<file path="config.mk">
export PLATFORM = sky130hd
export DESIGN_NAME = move_list_writer_flat
export DESIGN_NICKNAME = d
export VERILOG_FILES = /design/src/rtl/move_list_writer_if.sv /design/src/rtl/move_list_writer.sv /design/src/flat_wrapper.sv
export SDC_FILE = /design/constraint.sdc
export NUM_CORES = 1
export LEC_CHECK = 0
export CORE_UTILIZATION = 40
export DETAILED_ROUTE_END_ITERATION = 6
export GPL_ROUTABILITY_DRIVEN = 0
export PLACE_DENSITY = 0.69
export SLEW_MARGIN = 10
export SYNTH_ARGS = -nofsm -noshare
export SYNTH_HDL_FRONTEND = slang
export SYNTH_SLANG_ARGS = --single-unit
</file>
<file path="constraint.sdc">
create_clock -name clk -period 2.5 [get_ports clk]
set_input_delay 0.25 -clock clk [delete_from_list [all_inputs] [get_ports clk]]
set_output_delay 0.25 -clock clk [all_outputs]
set_load 0.01 [all_outputs]
</file>
<file path="src/rtl/move_list_writer_if.sv">
// Move stream in and RAM write port out of the move list writer.
// master = move generator / RAM side, slave = the writer itself.
interface move_list_writer_if #(
    parameter int DATA_WIDTH = 32,
    parameter int ADDR_WIDTH = 15
);
    logic                    mv_valid;
    logic [15:0]             mv_data;
    logic                    mv_ready;
    logic [ADDR_WIDTH-1:0]   ram_address;
    logic                    ram_write;
    logic [DATA_WIDTH-1:0]   ram_writedata;
    logic [DATA_WIDTH/8-1:0] ram_byteenable;

    modport master (
        output mv_valid, mv_data,
        input  mv_ready, ram_address, ram_write, ram_writedata, ram_byteenable
    );

    modport slave (
        input  mv_valid, mv_data,
        output mv_ready, ram_address, ram_write, ram_writedata, ram_byteenable
    );
endinterface

</file>
<file path="src/rtl/move_list_writer.sv">
// Packs pairs of 16-bit moves into RAM words starting at BASE_ADDR; odd tail padded with 16'hFFFF.
// Writes are registered (one cycle after accept); the stream is never stalled while a list is open.
module move_list_writer #(
    parameter int DATA_WIDTH = 32,
    parameter int ADDR_WIDTH = 15,
    parameter int BASE_ADDR  = 16,
    parameter int MAX_WORDS  = 70
) (
    input  logic                     clk,
    input  logic                     reset,
    input  logic                     start,
    input  logic                     list_end,
    move_list_writer_if.slave        bus,
    output logic [7:0]               move_count,
    output logic                     busy,
    output logic                     done,
    output logic                     overflow
);
    typedef enum logic [2:0] {IDLE, LOW, HIGH, FLUSH, DONE} state_t;

    state_t                state, state_nxt;
    logic [15:0]           low_half;
    logic [ADDR_WIDTH-1:0] word_idx;

    logic        accept;
    logic        full;
    logic        clear;
    logic        low_ld;
    logic        cnt_inc;
    logic        idx_inc;
    logic        ovf_set;
    logic        wr_nxt;
    logic [31:0] wr_word;

    assign bus.mv_ready = (state == LOW) || (state == HIGH);
    assign busy         = (state == LOW) || (state == HIGH) || (state == FLUSH);
    assign done         = (state == DONE);
    assign accept       = bus.mv_valid && bus.mv_ready;
    assign full         = (word_idx == ADDR_WIDTH'(MAX_WORDS));

    always_ff @(posedge clk or posedge reset) begin
        if (reset) state <= IDLE;
        else       state <= state_nxt;
    end

    // A same-cycle move is always handled before list_end.
    always_comb begin
        state_nxt = state;
        clear     = 1'b0;
        low_ld    = 1'b0;
        cnt_inc   = 1'b0;
        idx_inc   = 1'b0;
        ovf_set   = 1'b0;
        wr_nxt    = 1'b0;
        wr_word   = 32'h0;
        if (start) begin
            state_nxt = LOW;
            clear     = 1'b1;
        end else begin
            case (state)
                LOW: begin
                    if (accept && full) begin
                        ovf_set = 1'b1;
                        if (list_end) state_nxt = DONE;
                    end else if (accept) begin
                        low_ld    = 1'b1;
                        cnt_inc   = 1'b1;
                        state_nxt = list_end ? FLUSH : HIGH;
                    end else if (list_end) begin
                        state_nxt = DONE;
                    end
                end
                HIGH: begin
                    if (accept) begin
                        wr_nxt    = 1'b1;
                        wr_word   = {bus.mv_data, low_half};
                        idx_inc   = 1'b1;
                        cnt_inc   = 1'b1;
                        state_nxt = list_end ? DONE : LOW;
                    end else if (list_end) begin
                        state_nxt = FLUSH;
                    end
                end
                FLUSH: begin
                    wr_nxt    = 1'b1;
                    wr_word   = {16'hFFFF, low_half};
                    idx_inc   = 1'b1;
                    state_nxt = DONE;
                end
                default: state_nxt = state;
            endcase
        end
    end

    always_ff @(posedge clk or posedge reset) begin
        if (reset) begin
            low_half           <= 16'h0;
            word_idx           <= '0;
            move_count         <= 8'h0;
            overflow           <= 1'b0;
            bus.ram_write      <= 1'b0;
            bus.ram_address    <= '0;
            bus.ram_writedata  <= '0;
            bus.ram_byteenable <= '0;
        end else begin
            bus.ram_write      <= wr_nxt;
            bus.ram_byteenable <= wr_nxt ? '1 : '0;
            if (wr_nxt) begin
                bus.ram_address   <= ADDR_WIDTH'(BASE_ADDR) + word_idx;
                bus.ram_writedata <= DATA_WIDTH'(wr_word);
            end
            if (clear) begin
                word_idx   <= '0;
                move_count <= 8'h0;
                overflow   <= 1'b0;
            end else begin
                if (low_ld)  low_half   <= bus.mv_data;
                if (idx_inc) word_idx   <= word_idx + 1'b1;
                if (cnt_inc) move_count <= move_count + 8'd1;
                if (ovf_set) overflow   <= 1'b1;
            end
        end
    end
endmodule

</file>
<file path="src/flat_wrapper.sv">
// flat-port wrapper written by rule: the top's interface ports become plain ports
module move_list_writer_flat 
#(
    parameter int DATA_WIDTH = 32,
    parameter int ADDR_WIDTH = 15,
    parameter int BASE_ADDR  = 16,
    parameter int MAX_WORDS  = 70
)
  (clk, reset, start, list_end, move_count, busy, done, overflow, bus_mv_valid, bus_mv_data, bus_mv_ready, bus_ram_address, bus_ram_write, bus_ram_writedata, bus_ram_byteenable);
  move_list_writer_if #(.DATA_WIDTH(DATA_WIDTH), .ADDR_WIDTH(ADDR_WIDTH)) bus_i ();
  input  logic clk;
  input  logic reset;
  input  logic start;
  input  logic list_end;
  output logic [7:0] move_count;
  output logic busy;
  output logic done;
  output logic overflow;
  input wire logic [$bits(bus_i.mv_valid)-1:0] bus_mv_valid;
  input wire logic [$bits(bus_i.mv_data)-1:0] bus_mv_data;
  output wire logic [$bits(bus_i.mv_ready)-1:0] bus_mv_ready;
  output wire logic [$bits(bus_i.ram_address)-1:0] bus_ram_address;
  output wire logic [$bits(bus_i.ram_write)-1:0] bus_ram_write;
  output wire logic [$bits(bus_i.ram_writedata)-1:0] bus_ram_writedata;
  output wire logic [$bits(bus_i.ram_byteenable)-1:0] bus_ram_byteenable;
  assign bus_i.mv_valid = bus_mv_valid;
  assign bus_i.mv_data = bus_mv_data;
  assign bus_mv_ready = bus_i.mv_ready;
  assign bus_ram_address = bus_i.ram_address;
  assign bus_ram_write = bus_i.ram_write;
  assign bus_ram_writedata = bus_i.ram_writedata;
  assign bus_ram_byteenable = bus_i.ram_byteenable;
  move_list_writer #(.DATA_WIDTH(DATA_WIDTH), .ADDR_WIDTH(ADDR_WIDTH), .BASE_ADDR(BASE_ADDR), .MAX_WORDS(MAX_WORDS)) u_core (.clk(clk), .reset(reset), .start(start), .list_end(list_end), .bus(bus_i), .move_count(move_count), .busy(busy), .done(done), .overflow(overflow));
endmodule
</file>
==> implementation parameters <==
Parameter                              Value

Timing
  Final Cycle Share ... 0.901
  Maximum frequency from static timing analysis ... 444 MHz
  RSZ-0062 raised after global routing ... no
  Worst slew slack as a fraction of its limit ... 0.320
  Worst Hold Margin ... 0.388 ns
  Number of hold violations in the final report ... 0
  Least-Margin Pin Slew ... 1.02 ns
  Final setup viols ... 0
  Fin crit period ... between 2 and 2.5 ns
  Skew final ... 0.0188 ns
  Max-slew violation total from the final report ... 0
  Post-route setup TNS ... 0 ns

Place
  DP Cell Count ... 640
  Buffers on Ports ... between 80 and 90
  HPWL after detailed placement ... between 6 and 7 mm
  Cell area after placement ... 0.00522 mm2

Cells and area
  Commonest non-fill, non-tap cells in the layout ... sky130_fd_sc_hd__nand2_1, sky130_fd_sc_hd__dfrtp_1, sky130_fd_sc_hd__clkdlybuf4s50_1, sky130_fd_sc_hd__o21ai_0, sky130_fd_sc_hd__nor2_1
  Fill count ... 938
  Layout cell share with drive strength beyond 1 ... 0.104
  Most common cell after layout, fill and taps aside ... sky130_fd_sc_hd__nand2_1
  Post-route cell area ... 0.00542 mm2
  Diodes inserted ... 0
  Count of non-filler cells in the finished layout ... 656
  Relative area change from synthesis to final layout ... 26.7%
  NumNets Final ... 541

Clock network
  Post-CTS Hold Fix Bufs ... 0
  Clock root cell ... sky130_fd_sc_hd__clkbuf_8
  Maximum buffer depth of the clock tree ... 2
  Total of cells resized after clock tree synthesis ... 0
  Count of H-tree levels built during CTS ... 3
  Clock transition at the register clock pins on the worst setup and hold paths after CTS ... 0.10 ns
  Number of CTS-inserted buffers ... 9
  Total number of clock tree sinks ... 91
  Clock latency at the later pin of the worst-skew pair ... 0.35 ns
  TritonCTS clock tree ... done
  Post-CTS Setup Repair Bufs ... 0

Critical path
  Critical path endpoint ... u_core.low_half[6]$_DFFE_PP0P_
  Worst Setup Start Kind ... flop
  Startpoint of the lowest-slack register-to-register path ... u_core.word_idx[4]$_DFFE_PP0P_
  Critical R2R Capture ... u_core.low_half[6]$_DFFE_PP0P_
  Startpoint of the most critical setup path ... u_core.word_idx[4]$_DFFE_PP0P_
  Kind of capture point of the worst setup path ... flop
  Arrival time of the worst setup path ... ~2.5 ns
  Crit Path Class ... reg2reg
  Setup slack of the worst register-to-register path ... 0.25 ns
  Reg2reg path depth ... 7
  Data required time of the critical path ... 2.74 ns
  Maximum fanout along the worst path ... 16

Floorplan
  Number of top-level pins ... between 80 and 90
  Core Box Area ... 0.0103 mm2
  Initial core utilization ... 0.414
  Die Footprint ... 0.0111 mm2
  Cell Rows ... 37
  Die X-Extent ... ~110 um
  Die H ... 105 um

Detailed routing
  Via-to-Cell Ratio ... 4.93
  Drc violations ... 0
  DR iter-0 viols ... 126
  Detail-routed net length per standard cell ... between 10 and 15 um
  First-pass detailed-route iteration total ... 4
  Number of vias after detailed routing ... between 3,000 and 4,000
  Count of nets left with antenna violations after detail routing ... 0
  Detailed-route wire length ... 9.07 mm

Global routing
  Via count of the first global-routing pass ... around 3,100
  First-pass GRT wire length ... between 15 and 20 mm
  Aggregate global routing overflow ... 0
  Initial antenna violation count ... 0
  Largest net degree at the start of global routing ... 92
  All-Layer GR Usage ... 0.174

Synth
  Most common flop cell mapped by yosys ... sky130_fd_sc_hd__dfrtp_1
  Fraction of the yosys area taken by sequential cells ... 0.532
  Synthesized area per cell ... 9.70 um2
  Synthesized cell area ... 0.00428 mm2
  Count of flip-flops with a built-in enable after synthesis ... 0
  Number of standard cells after synthesis ... 441
  Share of synthesized registers carrying an async set or reset ... 1.00
  Synthesized netlist net count ... roughly 470
  Number of warning messages in the yosys log ... 0
  Register bit count reported by yosys ... roughly 90
  Number of unique standard cell types used by synthesis ... 45

Power
  Static leakage ... 0.00243 uW
  PwrDens ... 808 mW/mm2
  Peak VDD IR ... 0.000378 V

Status
  Status ... finished clean

Run
  Maxcap violations ... 0

Hold path
  Type of the worst min-delay path ... in2async
==> worst max-delay path: stages, from the launching register on <==
cell                      delay [ns]
sky130_fd_sc_hd__dfrtp_1        0.41
sky130_fd_sc_hd__inv_1          0.10
sky130_fd_sc_hd__ha_1           0.20
sky130_fd_sc_hd__and4b_1        0.17
sky130_fd_sc_hd__and4_1         0.19
sky130_fd_sc_hd__or4b_1         0.51
sky130_fd_sc_hd__buf_4          0.24
sky130_fd_sc_hd__mux2_4         0.32
==> cell families after synthesis <==
group                      after synthesis  synth area share
AOI/OAI and AO/OA                       58            0.0723
muxes                                   24            0.0717
and+or+nand+nor                        203             0.222
DFF                                     91             0.532
buffers and inverters                   42            0.0500
xor gates and xnor gates                18            0.0369
adders and majority gates                5            0.0146
==> synth_stat cells (4+ instances only) <==
master                       n  area, um2
sky130_fd_sc_hd__a21oi_1    10       50.1
sky130_fd_sc_hd__buf_2       4       20.0
sky130_fd_sc_hd__buf_4       5       37.5
sky130_fd_sc_hd__clkbuf_1   16       60.1
sky130_fd_sc_hd__dfrtp_1    91       2280
sky130_fd_sc_hd__ha_1        5       62.6
sky130_fd_sc_hd__inv_1       9       33.8
sky130_fd_sc_hd__mux2_2     13        146
sky130_fd_sc_hd__mux2_4     10        150
sky130_fd_sc_hd__nand2_1   109        409
sky130_fd_sc_hd__nand2b_1    5       31.3
sky130_fd_sc_hd__nand3_1    15       75.1
sky130_fd_sc_hd__nand4_1     7       43.8
sky130_fd_sc_hd__nor2_1     25       93.8
sky130_fd_sc_hd__nor2b_1     7       43.8
sky130_fd_sc_hd__o21ai_0    41        205
sky130_fd_sc_hd__or3_1      10       62.6
sky130_fd_sc_hd__xnor2_1    12        105
sky130_fd_sc_hd__xor2_1      6       52.6
==> metal layers <==
metal / wire length (um) / up-vias / track usage
li1: - / 1614 / -
met1: 4350 / 1535 / 0.241
met2: 4230 / 73 / 0.274
met3: 353 / 9 / 0.0309
met4: 142 / 0 / 0.0624
met5: 0 / - / 0
==> sequential cells by signal (all words and copies together) (netlist names) <==
signal and count:
u_core.bus.ram_writedata 32, u_core.low_half 16, u_core.bus.ram_address 15, u_core.word_idx 15
u_core.move_count 8, u_core.state 3, u_core.bus.ram_byteenable 1, u_core.overflow 1
==> through the flow <==
stage / power [uW] / setup WS (ns) / utilization
finish: 4380 / 0.247 / 0.525
global route: 4640 / 0.158 / 0.525
CTS: 4430 / 0.244 / 0.525
detailed placement: 3460 / 0.271 / 0.506
global placement: 3410 / 0.305 / 0.506
floorplan: 2730 / 0.309 / -
==> power by group <==
group / leakage (uW) / switching (uW) / internal (uW)
sequential: 0.00118 / 236 / 1870
combinational: 0.00115 / 535 / 767
clock: 0.0000962 / 560 / 408
total: 0.00243 / 1330 / 3050
==> worst min-delay path by stage <==
| stage | start | endpoint | slack [ns] | depth (start not counted) |
|---|---|---|---|---|
| detailed placement | u_core.low_half[15]$_DFFE_PP0P_ | u_core.bus.ram_writedata[15]$_DFFE_PP0P_ | 0.46 | 2 |
| floorplan | bus_mv_data[0] | u_core.low_half[0]$_DFFE_PP0P_ | 0.40 | 1 |
| CTS | reset | u_core.bus.ram_writedata[2]$_DFFE_PP0P_ | 0.41 | 3 |
| global route | reset | u_core.low_half[3]$_DFFE_PP0P_ | 0.44 | 3 |
| finish | reset | u_core.bus.ram_writedata[2]$_DFFE_PP0P_ | 0.39 | 3 |
| global placement | u_core.low_half[11]$_DFFE_PP0P_ | u_core.bus.ram_writedata[11]$_DFFE_PP0P_ | 0.44 | 2 |
==> cell type report <==
class	count	area [um2]	share of cell area
Sequential cell	91	2280	0.420
Multi-Input combinational cell	308	1790	0.330
Timing Repair Buffer	95	948	0.175
Tap cell	136	170	0.0314
Clock buffer	10	138	0.0254
Clock inverter	6	58.8	0.0108
Inverter	10	41.3	0.00762
Note: power is estimated with default switching activity, not from simulation.
==> edit 1, RTL diff (same flow settings) <==
`ADDR_WIDTH` is set to 15 in 3 places; all go to 14.
--- a/src/rtl/move_list_writer_if.sv
+++ b/src/rtl/move_list_writer_if.sv
@@ -3,5 +3,5 @@
 interface move_list_writer_if #(
     parameter int DATA_WIDTH = 32,
-    parameter int ADDR_WIDTH = 15
+    parameter int ADDR_WIDTH = 14
 );
     logic                    mv_valid;
--- a/src/rtl/move_list_writer.sv
+++ b/src/rtl/move_list_writer.sv
@@ -3,5 +3,5 @@
 module move_list_writer #(
     parameter int DATA_WIDTH = 32,
-    parameter int ADDR_WIDTH = 15,
+    parameter int ADDR_WIDTH = 14,
     parameter int BASE_ADDR  = 16,
     parameter int MAX_WORDS  = 70
--- a/src/flat_wrapper.sv
+++ b/src/flat_wrapper.sv
@@ -3,5 +3,5 @@
 #(
     parameter int DATA_WIDTH = 32,
-    parameter int ADDR_WIDTH = 15,
+    parameter int ADDR_WIDTH = 14,
     parameter int BASE_ADDR  = 16,
     parameter int MAX_WORDS  = 70
Interface: changed (resized bus_ram_address); port bits go from 85 to 84. No check against the original RTL was run, so the function may have changed too.
==> edit 1 against the unedited design <==
Design area down 5.3%; setup slack improved by 0.076 ns; sequential cell count is 2 lower; critical path depth stayed put; routed wire length shrank 4.7%; power is 1.6% lower; maximum frequency increased by 3.5%; area after synthesis down 6.4%; synthesized cell count shrank 12%.
==> edit 1: results (changes against the unedited design) <==
Placed design
  • I/O Buffers: 83 (was 84)
  • Final HPWL DP: 5929 µm (was 6128 µm)
  • Post-DP Area: 0.004947 mm² (was 0.005224 mm²)

Yosys
  • Synth cell count leaders: nand2_1, dfrtp_1, o21ai_0, a21oi_1, nor2_1 (was nand2_1, dfrtp_1, o21ai_0, nor2_1, clkbuf_1)
  • Post-synthesis sequential area ratio: 55.64% (was 53.25%)
  • Top cells by area, synth: dfrtp_1, nand2_1, mux2_4 (was dfrtp_1, nand2_1, o21ai_0)
  • Cell variety after synth: 41 (was 45)
  • Syn nets: 415 (was 467)

Global routing
  • Pin count of the biggest net entering global routing: 90 (was 92)
  • First-pass GRT wire length: 14,300 µm (was 15,410 µm)
  • Vias in the first global route: 2,914 (was 3,098)
  • Overall routing resource usage: 17.71% (was 17.40%)

Routing
  • Iteration-0 DRC count of the detailed router: 110 (was 126)
  • Vias per std cell: 4.990 (was 4.925)
  • Routed WL per cell: 14.34 µm (was 13.83 µm)

Cells and area
  • Nets@finish: 491 (was 541)
  • Layout cells sized above 1: 11.06% (was 10.38%)
  • Layout filler cell count: 893 (was 938)
  • N_diodes: 0 (unchanged)

Power
  • LEAKAGE: 0.002213 µW (was 0.002426 µW)
  • Max VDD drop: 582.7 µV (was 378.2 µV)

Timing
  • Number of setup violations in the final report: 0 (unchanged)
  • Clk_skew: 0.009728 ns (was 0.01879 ns)
  • Worst rel slew slack: 60.35% (was 31.96%)

Clock network
  • Num CTS Buffers: 9 (unchanged)
  • Max Buffers Root-to-Sink: 2 (unchanged)
  • Post-CTS setup buffer count: 0 (unchanged)
  • H-tree Lvls: 3 (unchanged)
  • Post-CTS sizing: 0 (unchanged)
  • CTS root buf: clkbuf_8 (unchanged)
  • Clk_lat worst skew: 0.35 ns (about the same)

Setup path
  • Slowest stage cell on the critical path: or4b_1 (unchanged)
  • CP max stage delay: 0.53 ns (was 0.51 ns)
  • Arrival time worst endpoint: 2.42 ns (was 2.49 ns)
  • Crit path launch: u_core.word_idx[0] (was u_core.word_idx[4])
  • FF-to-FF path depth: 7 (unchanged)
  • CP delay by family, top: simple AND/OR/NAND/NOR gates (unchanged)
  • Crit path max fanout: 9 (was 16)

Worst hold path
  • Hold Crit Class: primary input to asynchronous set/reset pin (unchanged)

Run status
  • Run status: completed (unchanged)
-- edit 1: cell types whose count changed after synthesis, moves of 5 or more --
cell | before | now
o22a_1 | 0 | 8
nor2_1 | 25 | 17
o21ai_0 | 41 | 27
xnor2_1 | 12 | 7
nand3_1 | 15 | 7
a21oi_1 | 10 | 19
nand2_1 | 109 | 91
-- edit 1: kinds of logic after synthesis --
logic type | share of synthesized area, %
AND/OR/NAND/NOR | 19.10
flip-flops | 55.64
AO/OA/AOI/OAI | 10.00
buffers and inverters | 3.501
multiplexers | 7.127
XOR/XNOR | 3.064
adder cells (fa/ha/maj) | 1.563
-- edit 1: path summary, 6_finish.rpt --
kind                       slack [ns]                            to
min                              0.36   u_core.bus.ram_writedata[3]
max                              0.32          u_core.move_count[4]
min in group clk                 0.47  u_core.bus.ram_writedata[30]
max in group asynchronous        1.77     u_core.bus.ram_address[3]
max reg2reg                      0.32          u_core.move_count[4]
min reg2reg                      0.47  u_core.bus.ram_writedata[30]
-- edit 1: area by class of cell --
cell class | count | area (µm²) | area share, %
clock buffers | 9 | 123.9 | 2.413
clock inverters | 7 | 62.56 | 1.219
inverters | 7 | 30.03 | 0.5849
multi-input cells | 269 | 1635 | 31.85
flip-flops and latches | 89 | 2227 | 43.38
well taps | 133 | 166.4 | 3.242
repair buffers | 89 | 888.4 | 17.30
-- edit 1: worst register-to-register path, stage by stage (launching register included) --
cell	delay, ns
dfrtp_1	0.44
inv_1	0.10
ha_1	0.14
or4b_1	0.53
o31ai_4	0.27
buf_4	0.23
a21oi_1	0.09
mux2_2	0.27
-- edit 1: power by group --
part           switching, µW  total (µW)  internal, µW
Clock                    554         938           384
Sequential               236        2050          1820
Combinational            531        1320           785
-- edit 1: metrics by stage --
stage | power, µW | worst slack, ns | utilization (%) | instances
CTS | 4362 | 0.3138 | 52.76 | 603
floorplan | 2668 | 0.3250 | - | 389
finish | 4308 | 0.3224 | 52.76 | 603
global placement | 3377 | 0.2901 | 50.85 | 587
global route | 4589 | 0.1882 | 52.76 | 603
detailed placement | 3410 | 0.2279 | 50.85 | 587
-- edit 1: per-layer routing --
layer  global-route usage [%]  share of wire [%]  vias up
met3                    4.309                3.5        9
met4                    4.176                1.2        0
li1                         -                  -     1463
met2                    28.08                 49       71
met5                        0                  0        -
met1                    24.60                 46     1466
==> edit 2, RTL diff (config.mk and constraints unchanged) <==
Made on the original files. The 5 states of `state_t` get a one-hot encoding in 5 bits.
--- a/src/rtl/move_list_writer.sv
+++ b/src/rtl/move_list_writer.sv
@@ -17,5 +17,5 @@
     output logic                     overflow
 );
-    typedef enum logic [2:0] {IDLE, LOW, HIGH, FLUSH, DONE} state_t;
+    typedef enum logic [4:0] {IDLE = 5'b00001, LOW = 5'b00010, HIGH = 5'b00100, FLUSH = 5'b01000, DONE = 5'b10000} state_t;
 
     state_t                state, state_nxt;
Formal check against the unedited RTL: no difference found for any inputs over 4 cycles, from zero or initial values and one cycle with reset high; so few cycles prove little.
==> edit 2 against the unedited design <==
Design area did not move; setup slack got worse by 0.034 ns; maximum frequency down 1.5%; clock power increased by 8%; die area shrank 2.3%; area after synthesis fell by 2.3%; register-to-register slack better by 0.09 ns; routed wire length shrank 7.1%; combinational power is 58% higher; sequential cell count grew 2; non-clock buffer count up 4; power grew 24%.
==> edit 2: results (changes against the unedited design) <==
Cells and area
  • Layout cells sized above 1: 18.58% (was 10.38%)
  • Multi-input gate count: 235 (was 308)
  • Seq/total area: 42.98% (was 42.01%)
  • Inverters: 9 (was 10)
  • ClkCell Share: 3.855% (was 3.624%)
  • CLK BUF: 9 (was 10)
  • Multi-input combinational area share: 30.89% (was 32.96%)
  • Nets@finish: 473 (was 541)
  • Layout filler cell count: 882 (was 938)

Global routing
  • Global Route met3 Usage: 3.446% (was 3.092%)
  • Vias in the first global route: 2,996 (was 3,098)
  • Overall routing resource usage: 17.02% (was 17.40%)
  • Routing usage on met1: 23.00% (was 24.10%)

Routing
  • Routed WL per cell: 14.41 µm (was 13.83 µm)
  • Iteration-0 DRC count of the detailed router: 111 (was 126)
  • DRT Pass-1 Iters: 5 (was 4)
  • Metal3 WL: 306 µm (was 353 µm)
  • M1 wire length: 3879 µm (was 4350 µm)
  • Drt total wl: 8430 µm (was 9072 µm)

Placed design
  • Post-DP Area: 0.005210 mm² (was 0.005224 mm²)
  • Placed cells: 569 (was 640)
  • Final HPWL DP: 6054 µm (was 6128 µm)

Power
  • Max VDD drop: 699.3 µV (was 378.2 µV)
  • LEAKAGE: 0.002266 µW (was 0.002426 µW)

Setup path
  • Critical R2R Capture: u_core.low_half[0] (was u_core.low_half[6])
  • Arrival time worst endpoint: 2.04 ns (was 2.49 ns)
  • Crit path capture: busy (was u_core.low_half[6])
  • CP max stage delay: 0.61 ns (was 0.51 ns)
  • Crit path max fanout: 5 (was 16)

Yosys
  • Top cells by area, synth: dfrtp_1, mux2_2, nor2_1 (was dfrtp_1, nand2_1, o21ai_0)
  • Synth Instances: 359 (was 441)
  • Post-synthesis sequential area ratio: 55.75% (was 53.25%)

Clock network
  • Clock sink count: 93 (was 91)

Timing
  • Worst slew pin tran: 0.6576 ns (was 1.017 ns)
  • Final min period: 2.288 ns (was 2.253 ns)
  • Min Hold Slack: 0.3306 ns (was 0.3881 ns)

Run status
  • Run status: completed (unchanged)
## edit 2: cell count changes after synthesis, sizes merged, moves of 5 or more
cell / delta
clkbuf: -9
mux2: +15
o22a: +10
xor2: +11
o21ai: -32
nor2: +23
nand3: -7
nor2b: -5
a21oi: +13
nand2: -95
## edit 2: kinds of logic after synthesis
group / synth area share [%]
flops: 55.75
xor+xnor: 5.243
simple gates: 13.27
mux: 10.49
fa+ha+maj: 1.498
buf+inv: 4.344
compound gates: 9.407
## edit 2: report_power, final
part,switching [µW],internal [µW]
combinational,840,1220
clock,564,486
sequential,309,2000
total,1710,3700
## edit 2: metrics by stage
| step | power (µW) | utilization [%] |
|---|---|---|
| global placement | 4340 | 52.34 |
| floorplan | 3396 | - |
| global route | 5746 | 54.45 |
| CTS | 5471 | 54.44 |
| finish | 5413 | 54.45 |
| detailed placement | 4408 | 52.34 |
## edit 2: worst reg2reg max path, delay by kind of cell (launching register included)
kind,cells,cell delay [ns]
simple gates,4,1.12
flops,1,0.43
mux,1,0.34
buf+inv,1,0.16
